`src/rtl/multi_channel_pulse_detector.sv`:
```
// multi_channel_pulse_detector: per-channel edge and windowed pulse-width detection with global accepted-pulse count
module multi_channel_pulse_detector #(
    parameter int N_CH     = 4,
    parameter int CNT_W    = 8,
    parameter int ACT_HIGH = 1,
    parameter int TOT_W    = 16
) (
    input  logic                  clk,
    input  logic                  rst,
    input  logic [N_CH-1:0]       a,
    input  logic [CNT_W-1:0]      min_len,
    input  logic [CNT_W-1:0]      max_len,
    output logic [N_CH-1:0]       rise_det,
    output logic [N_CH-1:0]       fall_det,
    output logic [N_CH-1:0]       pulse_det,
    output logic [N_CH*CNT_W-1:0] pulse_len,
    output logic [TOT_W-1:0]      total_cnt
);
    localparam logic [CNT_W-1:0] CNT_MAX = '1;
    logic [N_CH-1:0]  act;
    logic [N_CH-1:0]  act_r;
    logic [CNT_W-1:0] cnt [N_CH];
    logic [CNT_W-1:0] lo;
    logic [TOT_W-1:0] inc;
    // edges, window check against the run length held before this sample, and per-cycle acceptance count
    always_comb begin
        act = (ACT_HIGH != 0) ? a : ~a;
        lo = (min_len == '0) ? CNT_W'(1) : min_len;
        rise_det = act & ~act_r;
        fall_det = ~act & act_r;
        pulse_det = '0;
        pulse_len = '0;
        inc = '0;
        for (int i = 0; i < N_CH; i++) begin
            pulse_len[i*CNT_W +: CNT_W] = cnt[i];
            pulse_det[i] = fall_det[i] & (cnt[i] >= lo) & (cnt[i] <= max_len) & (cnt[i] != CNT_MAX);
            inc = inc + TOT_W'(pulse_det[i]);
        end
    end
    // previous active level, saturating run counters and the wrapping total
    always_ff @(posedge clk) begin
        if (!rst) begin
            act_r <= '0;
            total_cnt <= '0;
            for (int i = 0; i < N_CH; i++) cnt[i] <= '0;
        end else begin
            act_r <= act;
            total_cnt <= total_cnt + inc;
            for (int i = 0; i < N_CH; i++)
                cnt[i] <= !act[i] ? '0 : !act_r[i] ? CNT_W'(1) : (cnt[i] == CNT_MAX) ? cnt[i] : cnt[i] + CNT_W'(1);
        end
    end
endmodule

```
`config.mk`:
```
export PLATFORM = sky130hd
export DESIGN_NAME = multi_channel_pulse_detector
export DESIGN_NICKNAME = d
export VERILOG_FILES = /design/src/rtl/multi_channel_pulse_detector.sv
export SDC_FILE = /design/constraint.sdc
export NUM_CORES = 1
export LEC_CHECK = 0
export BUFFER_PORTS_ARGS = -buffer_cell sky130_fd_sc_hd__buf_2
export CAP_MARGIN = 20
export CORE_ASPECT_RATIO = 0.5
export CORE_MARGIN = 4
export CORE_UTILIZATION = 60
export DETAILED_ROUTE_END_ITERATION = 10
export GPL_ROUTABILITY_DRIVEN = 0
export PLACE_DENSITY = 0.95
export SLEW_MARGIN = 40
export SYNTH_ARGS = -nofsm -noshare
export SYNTH_HDL_FRONTEND = slang
export SYNTH_SLANG_ARGS = --single-unit
```
`constraint.sdc`:
```
create_clock -name clk -period 6.1 [get_ports clk]
set_clock_uncertainty 0.2 [all_clocks]
set_input_delay 0.61 -clock clk [delete_from_list [all_inputs] [get_ports clk]]
set_output_delay 0.61 -clock clk [all_outputs]
set_load 0.01 [all_outputs]
```
# Yosys cells after proc, flatten, opt, wreduce, memory -nomap -nowiden
# Memory sizes are Yosys's and may differ from the RTL's.
# Index checks and enable logic that the tools add are counted.
[classes]
n_addsub = 8
n_lt_le_gt_ge = 8
eq_ne = 8
muxes = 19
bitwise_logic = 20
reduce_logical = 1
[ops]
columns = ["cell", "n"]
rows = [
  ["$mux 8", 17],
  ["$add 8x1->8 const B", 4],
  ["$eq 8x8->1 const B", 4],
  ["$ge 8x8->1", 4],
  ["$le 8x8->1", 4],
  ["$ne 8x8->1 const B", 4],
  ["$add 16x4->16", 1],
  ["$and 1x1->1", 12],
  ["$and 4x4->4", 2],
  ["$logic_not 8->1", 1],
  ["$not 4->4", 2],
  ["$add 3x1->4", 1],
  ["$or 1x1->1", 4],
  ["$add 2x1->3", 1],
  ["$add 1x1->2", 1],
  ["$mux 1", 2],
]
[totals]
register_bits = 20
mem_bits_rw = 32
mem_count = 1
[memory_table]
columns = ["name", "depth", "width", "read_ports", "rd_ports_with_merged_regs", "write_ports", "line_no", "source"]
rows = [
  ["cnt", 4, 8, 4, 0, 4, "22", "logic [CNT_W-1:0] cnt [N_CH];"],
]

# Logic depth before layout (Yosys ltp)
# Gate-level depths: netlist of the first run.
[depth]
depth_word = 10
ltp_mapped = 17

# Worst setup path before layout of the first run
# No wires, ideal clock.
[synth_timing]
path_kind = "in2reg"
from = "input port min_len[4]"
to = "register total_cnt[12]"
arrival_ps = 4032
required_ps = 5785
path_slack_ps = 1753
stages = 17
n_path_buf = 0
cell_sequence = "nor4_1 -> a41o_1 -> ha_1 -> nand2b_1 -> a211oi_1 -> o21ai_1 -> a221o_1 -> nand4_1 -> fa_1 -> inv_1 -> fa_1 -> inv_1 -> fa_1 -> nor4_1 -> nand2_1 -> xnor2_1 -> and2_1"
[synth_via]
elab_chain_cells = 10
elab_cells_between_ends = 22
cone_classes = "add/sub: 4; order compare: 4; mux: 1; bitwise: 12; reduce/logical: 1"
[synth_rtl]
columns = ["item", "line_no", "source"]
rows = [
  ["from (decl)", "11", "input logic [CNT_W-1:0] min_len,"],
  ["$logic_not 8->1", "28", "lo = (min_len == '0) ? CNT_W'(1) : min_len;"],
  ["$mux 8 *", "28", ""],
  ["$ge 8x8->1", "36", "pulse_det[i] = fall_det[i] & (cnt[i] >= lo) & (cnt[i] <= max_len) & (cnt[i] != CNT_MAX);"],
  ["$and 1x1->1 (3 in a row)", "36", ""],
  ["$add 1x1->2", "37", "inc = inc + TOT_W'(pulse_det[i]);"],
  ["$add 2x1->3", "37", ""],
  ["$add 3x1->4 *", "37", ""],
  ["$add 16x4->16 *", "48", "total_cnt <= total_cnt + inc;"],
  ["to (signal assigned)", "48", ""],
  ["to (decl)", "17", "output logic [TOT_W-1:0] total_cnt"],
]
# Every way passes the cells marked *; elsewhere a longest branch is shown, timed or not.
# A chain may end at the register's enable or synchronous reset.

# Final worst setup path of the first run
[layout_timing]
from = "input port min_len[4]"
to = "register total_cnt[14]"
# The elaborated chain is that of the path after synthesis.

==> out/metrics.sh, run 1 <==
RUN_STATUS='finished clean'
WL_PER_CELL_UM=15.9
MIN_DELAY_PATH_DEPTH=1
DEPTH_OF_THE_MOST_CRITICAL_REG_TO_REG_PATH=16
WORST-R2R-SETUP-SLACK_NS=2.01
CTS_RESIZED=0
TRITONCTS_CLOCK_TREE='done'
FIN_HOLD_WS_NS=0.276
SYNTH_ASYNC_SR_FLOP_SHARE=0
SETUP_BUFS_POST_CTS=0
MIN_PERIOD_OVER_PERIOD=0.755
DRC=0
GRTUSAGEMET1=0.321
CRITICAL_PATH_CLASS='input pin to register'
CP-START-KIND='input pin'
POST_SYNTH_INSTANCE_AREA_MM2=0.00381
GRT_START_MAX_NET_PINS=21
GRT_SETUP_UNREPAIRED='no'
DRV_CAP=0
CTS_HOLD_REPAIR.BUFFERS=0
WORST_PATH_ARRIVAL_NS=4.60
CORE_AREA_MM2=0.00611
SYNTHESIS.AREA_PER_INSTANCE_UM2=8.91
ANTENNA_CELLS=0
FINAL_NETS=606
TIMING.FINAL.WS_SETUP_NS=1.49
TIMING.CRITICAL_PATH.MODE_CELL='sky130_fd_sc_hd__fa_1'
GRT_UTIL_ALL_LAYERS=0.253
CTS.REPORTEDPATHS.CLKPINSLEW_NS=0.07
POWER_PER_CELL_AREA_mW_PER_MM2=159
FP.DIEW_UM=121
WORST_HOLD_PATH_TYPE='register to register'
ORDERED_CELL_LIST_FOR_THE_CRITICAL_PATH='buf_2 > nor4_1 > a41o_1 > ha_1 > nand2b_1 > a211oi_1 > o21ai_1 > a221o_1 > nand4_1 > fa_1 > inv_1 > fa_1 > inv_1 > fa_1 > nor4_1 > nand2_1 > xnor2_1 > and2_1'
SYNTH_FP_NETS=522
TIMING.CRITICAL_PATH.TO_TYPE='register'
CLOCK_LATENCY_NS=0.30
TIMING.SLEW.HEADROOM=0.646
CRITICAL-PATH-SLOWEST-CELL='sky130_fd_sc_hd__fa_1'
ROUTED_WIRELENGTH_UM=9540
TOP_USAGE_LAYER='met2'
CLK_SINK_COUNT=52
AREA.SEQUENTIAL_MM2=0.00104
PEAK_SUPPLY_DROP_mV=0.128
CELLINTERNALPOWER_mW=0.527
STATIC-LEAKAGE-POWER_nW=2.20
TIGHTESTPINTRANSITION_NS=0.530
POWER.SHARE.SWITCHING=0.256
CRITICAL_PATH.REG2REG.STARTPOINT='cnt[0][0]$_SDFFE_PN0P_'
DETAILROUTE.VIA_COUNT=3614
GLOBAL_ROUTE_WIRE_LENGTH_BEFORE_REPAIR_UM=15800
DIE_HEIGHT_UM=64.4
PORTBUFFERS=81
CTS_HTREE_LEVELS=2
FINAL_POWER_mW=0.709
PRE_CTS_WS_NS=1.26
HP-START='act_r[3]$_SDFF_PN0_'
PLACE.DETAILED.HPWL_UM=7270
SYNTH.YOSYS.WARNINGS=0
HOLD_PATH_END='cnt[0][24]$_SDFFE_PN0P_'
DRT.ANTENNA.VIOLATING_NETS=0
SYNTH_ENABLE_FLOP_CELLS=0
DRT-PASS1-ITER-COUNT=4
GRT.MET2_USAGE=0.423
CP_DATA_REQUIRED_TIME_NS=6.10
FINAL_CELL_COUNT_NO_FILL=601
CLK_ROOT_BUFFER_CELL='sky130_fd_sc_hd__clkbuf_16'
DESIGN_AREA_MM2=0.00445
YS_DOMINANT_REG_CELL='sky130_fd_sc_hd__dfxtp_1'
DRT_ITER0_MARKERS=316
WORST_PATH_DOMINANT_CELL_FAMILY='adder cells'
POSTSYNTHREGISTERBITS=52
GRT_PASS1_VIAS=3386
AREA_SHARE_OF_THE_LARGEST_CELL_TYPE_AFTER_SYNTHESIS=0.273
CLOCKPOWERSHARE=0.406
IO-PIN-COUNT=82
SYNTH.AREA.TOP_CELLS='sky130_fd_sc_hd__dfxtp_1 27%, sky130_fd_sc_hd__ha_1 23%, sky130_fd_sc_hd__xnor2_1 4.4%, sky130_fd_sc_hd__nor2_1 3.4%, sky130_fd_sc_hd__and2_1 3.1%'
HOLD_VIOL_FINAL=0
SEQ_PWR_SHARE=0.489
POST_SYNTHESIS_INSTANCE_TOTAL=428
WORST_R2R_ENDPOINT='total_cnt[14]$_SDFF_PN0_'
DIE_AREA_MM2=0.00777
CLOCK_PATH_BUFFERS=2
WORST-PATH-MAX-FANOUT=4
LAYOUT.FILLER_CELLS=453
NUMBER_OF_ANTENNA_VIOLATIONS_AT_THE_FIRST_CHECK_IN_GLOBAL_ROUTING=0
SWITCHINGPOWER_mW=0.181
FIN_CRIT_NS=4.61
YOSYSTOPAREACELL='sky130_fd_sc_hd__dfxtp_1'
PLACE_AREA_MM2=0.00430
CP_NUM_BUF_INV=3
POST_DRT_VIA_CELL_RATIO=6.01
START_UTIL=0.624
POST_SYNTH_NUM_CELL_TYPES=51
GRT_REMAINING_OVERFLOW=0
FINAL-SETUP-VIOL-COUNT=0
FMAX_GHz=0.217
YOSYS-TOP-CELLS-COUNT='69 x sky130_fd_sc_hd__ha_1, 52 x sky130_fd_sc_hd__dfxtp_1, 35 x sky130_fd_sc_hd__nor2_1'
COMBPWRFRAC=0.105
NUM_ROWS=20
YS_SEQ_AREA_FRAC=0.273
POST_ROUTE_CELLS_DRIVE_ABOVE_1_SHARE=0.191
FIN_TNS_SETUP_NS=0
WORST_PATH_LARGEST_CELL_DELAY_NS=0.43
GLOBAL_ROUTE.USAGE.MET3=0.0539
POST-SYNTH-TOP-COUNT-CELL='sky130_fd_sc_hd__ha_1'
FINALMAXSLEWVIOLATIONS=0
DPL.CELL_COUNT=593
CLOCK_BUFFER_COUNT_FROM_CTS=5
COMBINED_AREA_OF_THE_MULTI_INPUT_LOGIC_CELLS_MM2=0.00266
SYN_TO_FINAL_GROWTH_PCT=16.8
FINAL_CORE_UTIL=0.729
worst max path at each step:
stage | from | endpoint | cells past startpoint
after global placement | min_len[4] | total_cnt[12]$_SDFF_PN0_ | 18
after detailed placement | min_len[4] | total_cnt[14]$_SDFF_PN0_ | 18
final | min_len[4] | total_cnt[14]$_SDFF_PN0_ | 18
after floorplan | min_len[4] | total_cnt[12]$_SDFF_PN0_ | 17
after CTS | min_len[4] | total_cnt[14]$_SDFF_PN0_ | 18
after global routing | min_len[4] | total_cnt[14]$_SDFF_PN0_ | 18
metal layers:
metal / up-vias / wire length [um]
li1: 1721 / -
met1: 1712 / 4170
met4: 0 / 234
met5: - / 0
met2: 152 / 4510
met3: 29 / 632
state kept, by name, summed over array words and instances (netlist names):
name / cells
act_r: 4
cnt: 32
total_cnt: 16
worst reg2reg max path: cells and delay by family (launching register included):
| family | cells | cell delay, ns |
|---|---|---|
| adders and majority gates | 4 | 1.35 |
| and+or+nand+nor | 5 | 0.92 |
| AOI/OAI and AO/OA | 3 | 0.71 |
| DFF | 1 | 0.44 |
| buffers and inverters | 3 | 0.24 |
| xor gates and xnor gates | 1 | 0.13 |
cell usage in the layout (no fill, tap or decap), drive strengths merged, types with 19 or more instances in the layout:
cell type,instances
ha,69
inv,25
buf,81
nand2,21
a21oi,21
nand3,23
xnor2,19
and2,22
dfxtp,52
nor2,36
cell families after synthesis:
family,after synthesis,synth area share
AOI/OAI and AO/OA,70,0.118
xor gates and xnor gates,26,0.0597
adders and majority gates,72,0.242
buffers and inverters,28,0.0315
DFF,52,0.273
muxes,7,0.0184
and+or+nand+nor,173,0.257
power by group through the flow:
stage,combinational [mW],clock (mW),sequential (mW)
finish,0.0745,0.288,0.346
global route,0.0826,0.309,0.347
CTS,0.0733,0.291,0.346
detailed placement,0.0724,0,0.354
global placement,0.0677,0,0.354
floorplan,0.0441,0,0.354
layout make-up:
class,count,share of cell area
clock buffers,5,0.0281
flip-flops and latches,52,0.234
well taps,88,0.0247
clock inverters,3,0.00506
repair buffers,81,0.0911
inverters,24,0.0202
multi-input cells,348,0.597
(Power assumes the default switching activity.)
==> run 2, diff against run 1 <==
--- a/config.mk
+++ b/config.mk
@@ -9,10 +9,10 @@
 export CAP_MARGIN = 20
 export CORE_ASPECT_RATIO = 0.5
 export CORE_MARGIN = 4
-export CORE_UTILIZATION = 60
+export CORE_UTILIZATION = 50
 export DETAILED_ROUTE_END_ITERATION = 10
 export GPL_ROUTABILITY_DRIVEN = 0
-export PLACE_DENSITY = 0.95
+export PLACE_DENSITY = 0.87
 export SLEW_MARGIN = 40
 export SYNTH_ARGS = -nofsm -noshare
 export SYNTH_HDL_FRONTEND = slang
==> constraint.sdc (replaced) <==
create_clock -name clk -period 4 [get_ports clk]
set_clock_uncertainty 0.2 [all_clocks]
set_input_delay 0.4 -clock clk [delete_from_list [all_inputs] [get_ports clk]]
set_output_delay 0.4 -clock clk [all_outputs]
set_load 0.01 [all_outputs]
==> out/metrics.sh, run 2 (synthesis results as in run 1) <==
RUN_STATUS='complete, but fails checks'  # was finished clean
FAILED_CHECKS='setup timing'
HOLD_PATH_END='act_r[2]$_SDFF_PN0_'  # was cnt[0][24]$_SDFFE_PN0P_
HIGHEST_LAYER='met4'  # unchanged
DETAILROUTE.VIA_COUNT=3611  # was 3614
CTS_HTREE_LEVELS=2  # unchanged
WORST_R2R_ENDPOINT='total_cnt[12]$_SDFF_PN0_'  # was total_cnt[14]$_SDFF_PN0_
DRV_CAP=0  # unchanged
CLOCK_BUFFER_COUNT_FROM_CTS=5  # unchanged
FINAL_POWER_mW=1.14  # was 0.709 mW
WORST_PATH_DOMINANT_CELL_FAMILY='adder cells'  # unchanged
GRT_PASS1_VIAS=3447  # was 3386
WORST-R2R-SETUP-SLACK_NS=0.14  # was 2.01 ns
ANTENNA_CELLS=0  # unchanged
ORDERED_CELL_LIST_FOR_THE_CRITICAL_PATH='buf_8 > nor4_4 > a41o_1 > buf_4 > ha_1 > nand2b_4 > a31oi_2 > nor3_2 > o311ai_1 > buf_4 > fa_1 > inv_2 > fa_2 > inv_2 > fa_2 > nor4_4 > nand2_1 > xnor2_1 > and2_1'  # was buf_2 > nor4_1 > a41o_1 > ha_1 > nand2b_1 > a211oi_1 > o21ai_1 > a221o_1 > nand4_1 > fa_1 > inv_1 > fa_1 > inv_1 > fa_1 > nor4_1 > nand2_1 > xnor2_1 > and2_1
FINAL-SETUP-VIOL-COUNT=2  # was 0
GRT_UTIL_ALL_LAYERS=0.213  # was 0.253
DRT_ITER0_MARKERS=289  # was 316
FIN_CRIT_NS=4.07
TIGHTESTPINTRANSITION_NS=0.782  # was 0.530 ns
CRITICAL-PATH-SLOWEST-CELL='sky130_fd_sc_hd__fa_1'  # unchanged
TRITONCTS_CLOCK_TREE='done'  # unchanged
PLACE.DETAILED.HPWL_UM=7280  # was 7270 um
CLK_SINK_COUNT=52  # unchanged
FIN_HOLD_WS_NS=0.181  # was 0.276 ns
MOST-COMMON-LAYOUT-CELLS='79 x sky130_fd_sc_hd__buf_2, 69 x sky130_fd_sc_hd__ha_1, 52 x sky130_fd_sc_hd__dfxtp_1, 35 x sky130_fd_sc_hd__nor2_1, 22 x sky130_fd_sc_hd__inv_1'  # was 81 x sky130_fd_sc_hd__buf_2, 69 x sky130_fd_sc_hd__ha_1, 52 x sky130_fd_sc_hd__dfxtp_1, 35 x sky130_fd_sc_hd__nor2_1, 24 x sky130_fd_sc_hd__inv_1
CTS_HOLD_REPAIR.BUFFERS=0  # unchanged
DRC=0  # unchanged
GLOBAL_ROUTE_WIRE_LENGTH_BEFORE_REPAIR_UM=16300  # was 15800 um
DIE_AREA_MM2=0.00917  # was 0.00777 mm2
CP-START-KIND='input pin'  # unchanged
CTS.REPORTEDPATHS.CLKPINSLEW_NS=0.07  # about the same
FINALMAXSLEWVIOLATIONS=0  # unchanged
WORST-PATH-MAX-FANOUT=4  # unchanged
MET3_WIRELENGTH_UM=734  # was 632 um
FP.DIEW_UM=131  # was 121 um
MIN_PERIOD_OVER_PERIOD=1.02
DRT.ANTENNA.VIOLATING_NETS=0  # unchanged
POST_ROUTE_CELLS_DRIVE_ABOVE_1_SHARE=0.241  # was 0.191
FINAL_NETS=625  # was 606
BIGGESTREGSBYFLOPS='cnt (32), total_cnt (16), act_r (4)'  # unchanged
CLOCK_PATH_BUFFERS=2  # unchanged
MET1WIRELENGTH_UM=4420  # was 4170 um
STATIC-LEAKAGE-POWER_nW=2.35  # was 2.20 nW
TIMING.SLEW.HEADROOM=0.471  # was 0.646
MET2WIRELENGTH_UM=4810  # was 4510 um
START_UTIL=0.517  # was 0.624
CLOCK_LATENCY_NS=0.29  # was 0.30 ns
CP_NUM_BUF_INV=5  # was 3
TIMING.CRITICAL_PATH.TO_TYPE='register'  # unchanged
POWER_PER_CELL_AREA_mW_PER_MM2=243  # was 159 mW/mm2
NUMBER_OF_ANTENNA_VIOLATIONS_AT_THE_FIRST_CHECK_IN_GLOBAL_ROUTING=0  # unchanged
PEAK_SUPPLY_DROP_mV=0.137  # was 0.128 mV
NUM_ROWS=22  # was 20
WORST_PATH_ARRIVAL_NS=4.06  # was 4.60 ns
WL_PER_CELL_UM=16.3  # was 15.9 um
COMMONEST_NON_FILL_NON_TAP_CELL_IN_THE_LAYOUT='sky130_fd_sc_hd__buf_2'  # unchanged
CLK_ROOT_BUFFER_CELL='sky130_fd_sc_hd__clkbuf_16'  # unchanged
LAYOUT.FILLER_CELLS=601  # was 453
CRITICAL_PATH.REG2REG.STARTPOINT='cnt[0][8]$_SDFFE_PN0P_'  # was cnt[0][0]$_SDFFE_PN0P_
GRT_SETUP_UNREPAIRED='yes'  # was no
REGMOSTFLOPS='cnt'  # unchanged
FMAX_GHz=0.246
DIE_HEIGHT_UM=69.7  # was 64.4 um
NUMBER_OF_FLIP_FLOPS_UNDER_THE_LARGEST_REGISTER_NAME=32  # unchanged
MIN_DELAY_PATH_DEPTH=2  # was 1
IO-PIN-COUNT=82  # unchanged
POST_DRT_VIA_CELL_RATIO=5.75  # was 6.01
HOLD_VIOL_FINAL=0  # unchanged
HP-START='a[2]'  # was act_r[3]$_SDFF_PN0_
WORST_HOLD_PATH_TYPE='input pin to register'  # was register to register
DEPTH_OF_THE_MOST_CRITICAL_REG_TO_REG_PATH=16  # unchanged
GRT_REMAINING_OVERFLOW=0  # unchanged
WORST_PATH_LARGEST_CELL_DELAY_NS=0.42  # was 0.43 ns
CORE_AREA_MM2=0.00738  # was 0.00611 mm2
CRITICAL_PATH_CLASS='input pin to register'  # unchanged
ROUTED_WIRELENGTH_UM=10200  # was 9540 um
CP_DATA_REQUIRED_TIME_NS=3.99  # was 6.10 ns
TIMING.FINAL.WS_SETUP_NS=-0.0726  # was 1.49 ns
PORTBUFFERS=81  # unchanged
CP.DEPTH=19  # was 18
GRT_START_MAX_NET_PINS=21  # unchanged
DRT-PASS1-ITER-COUNT=4  # unchanged
SYN_TO_FINAL_GROWTH_PCT=23.6  # was 16.8%
==> run 2: changes by cell type in the layout (fill, tap and decap cells not counted), sizes merged <==
cell,delta
inv,-1
clkbuf,+1
buf,+19
clkinv,-1
bufinv,+1
==> run 2: how the worst max path moves through the flow <==
stage | from | endpoint
global route | min_len[6] | total_cnt[12]$_SDFF_PN0_
floorplan | min_len[4] | total_cnt[10]$_SDFF_PN0_
CTS | min_len[4] | total_cnt[12]$_SDFF_PN0_
finish | min_len[6] | total_cnt[12]$_SDFF_PN0_
detailed placement | min_len[4] | total_cnt[10]$_SDFF_PN0_
global placement | min_len[4] | total_cnt[10]$_SDFF_PN0_
==> run 2: where the power goes <==
group          switching, mW  internal [mW]
clock                  0.191          0.295
sequential           0.00511          0.522
combinational         0.0731         0.0584
total                  0.269          0.875
==> run 2: through the flow <==
stage / TNS [ns] / instance area, um2 / utilization / instances / worst slack (ns)
2_1_floorplan: 0 / 3830 / - / 428 / 0.0249
3_3_place_gp: -1.82 / 4440 / 0.602 / 617 / -0.285
3_5_place_dp: -2.49 / 4440 / 0.602 / 617 / -0.366
4_1_cts: 0 / 4610 / 0.625 / 625 / 0.0146
5_1_grt: -0.846 / 4710 / 0.639 / 628 / -0.198
6_report: -0.126 / 4710 / 0.639 / 628 / -0.0726
==> run 2: cell type report <==
cell class | instances | area [um2] | area share
Clock inverter | 2 | 35.0 | 0.00743
Multi-Input combinational cell | 348 | 2730 | 0.580
Inverter | 24 | 90.1 | 0.0191
Clock buffer | 6 | 129 | 0.0273
Sequential cell | 52 | 1040 | 0.221
Tap cell | 96 | 120 | 0.0255
Timing Repair Buffer | 100 | 564 | 0.120
==> run 2: metal layers <==
layer  vias up  GRT usage
met5         -          0
met4         0     0.0792
met3        28     0.0522
met2       130      0.357
met1      1692      0.267
li1       1761          -
==> run 2: what timing repair did <==
action / 4_1_cts / 5_1_grt
setup endpoints to repair: 3 / 8
pin swaps: 2 / 19
cloned: 0 / 0
setup buffers: 0 / 3
gates resized for setup: 2 / 15
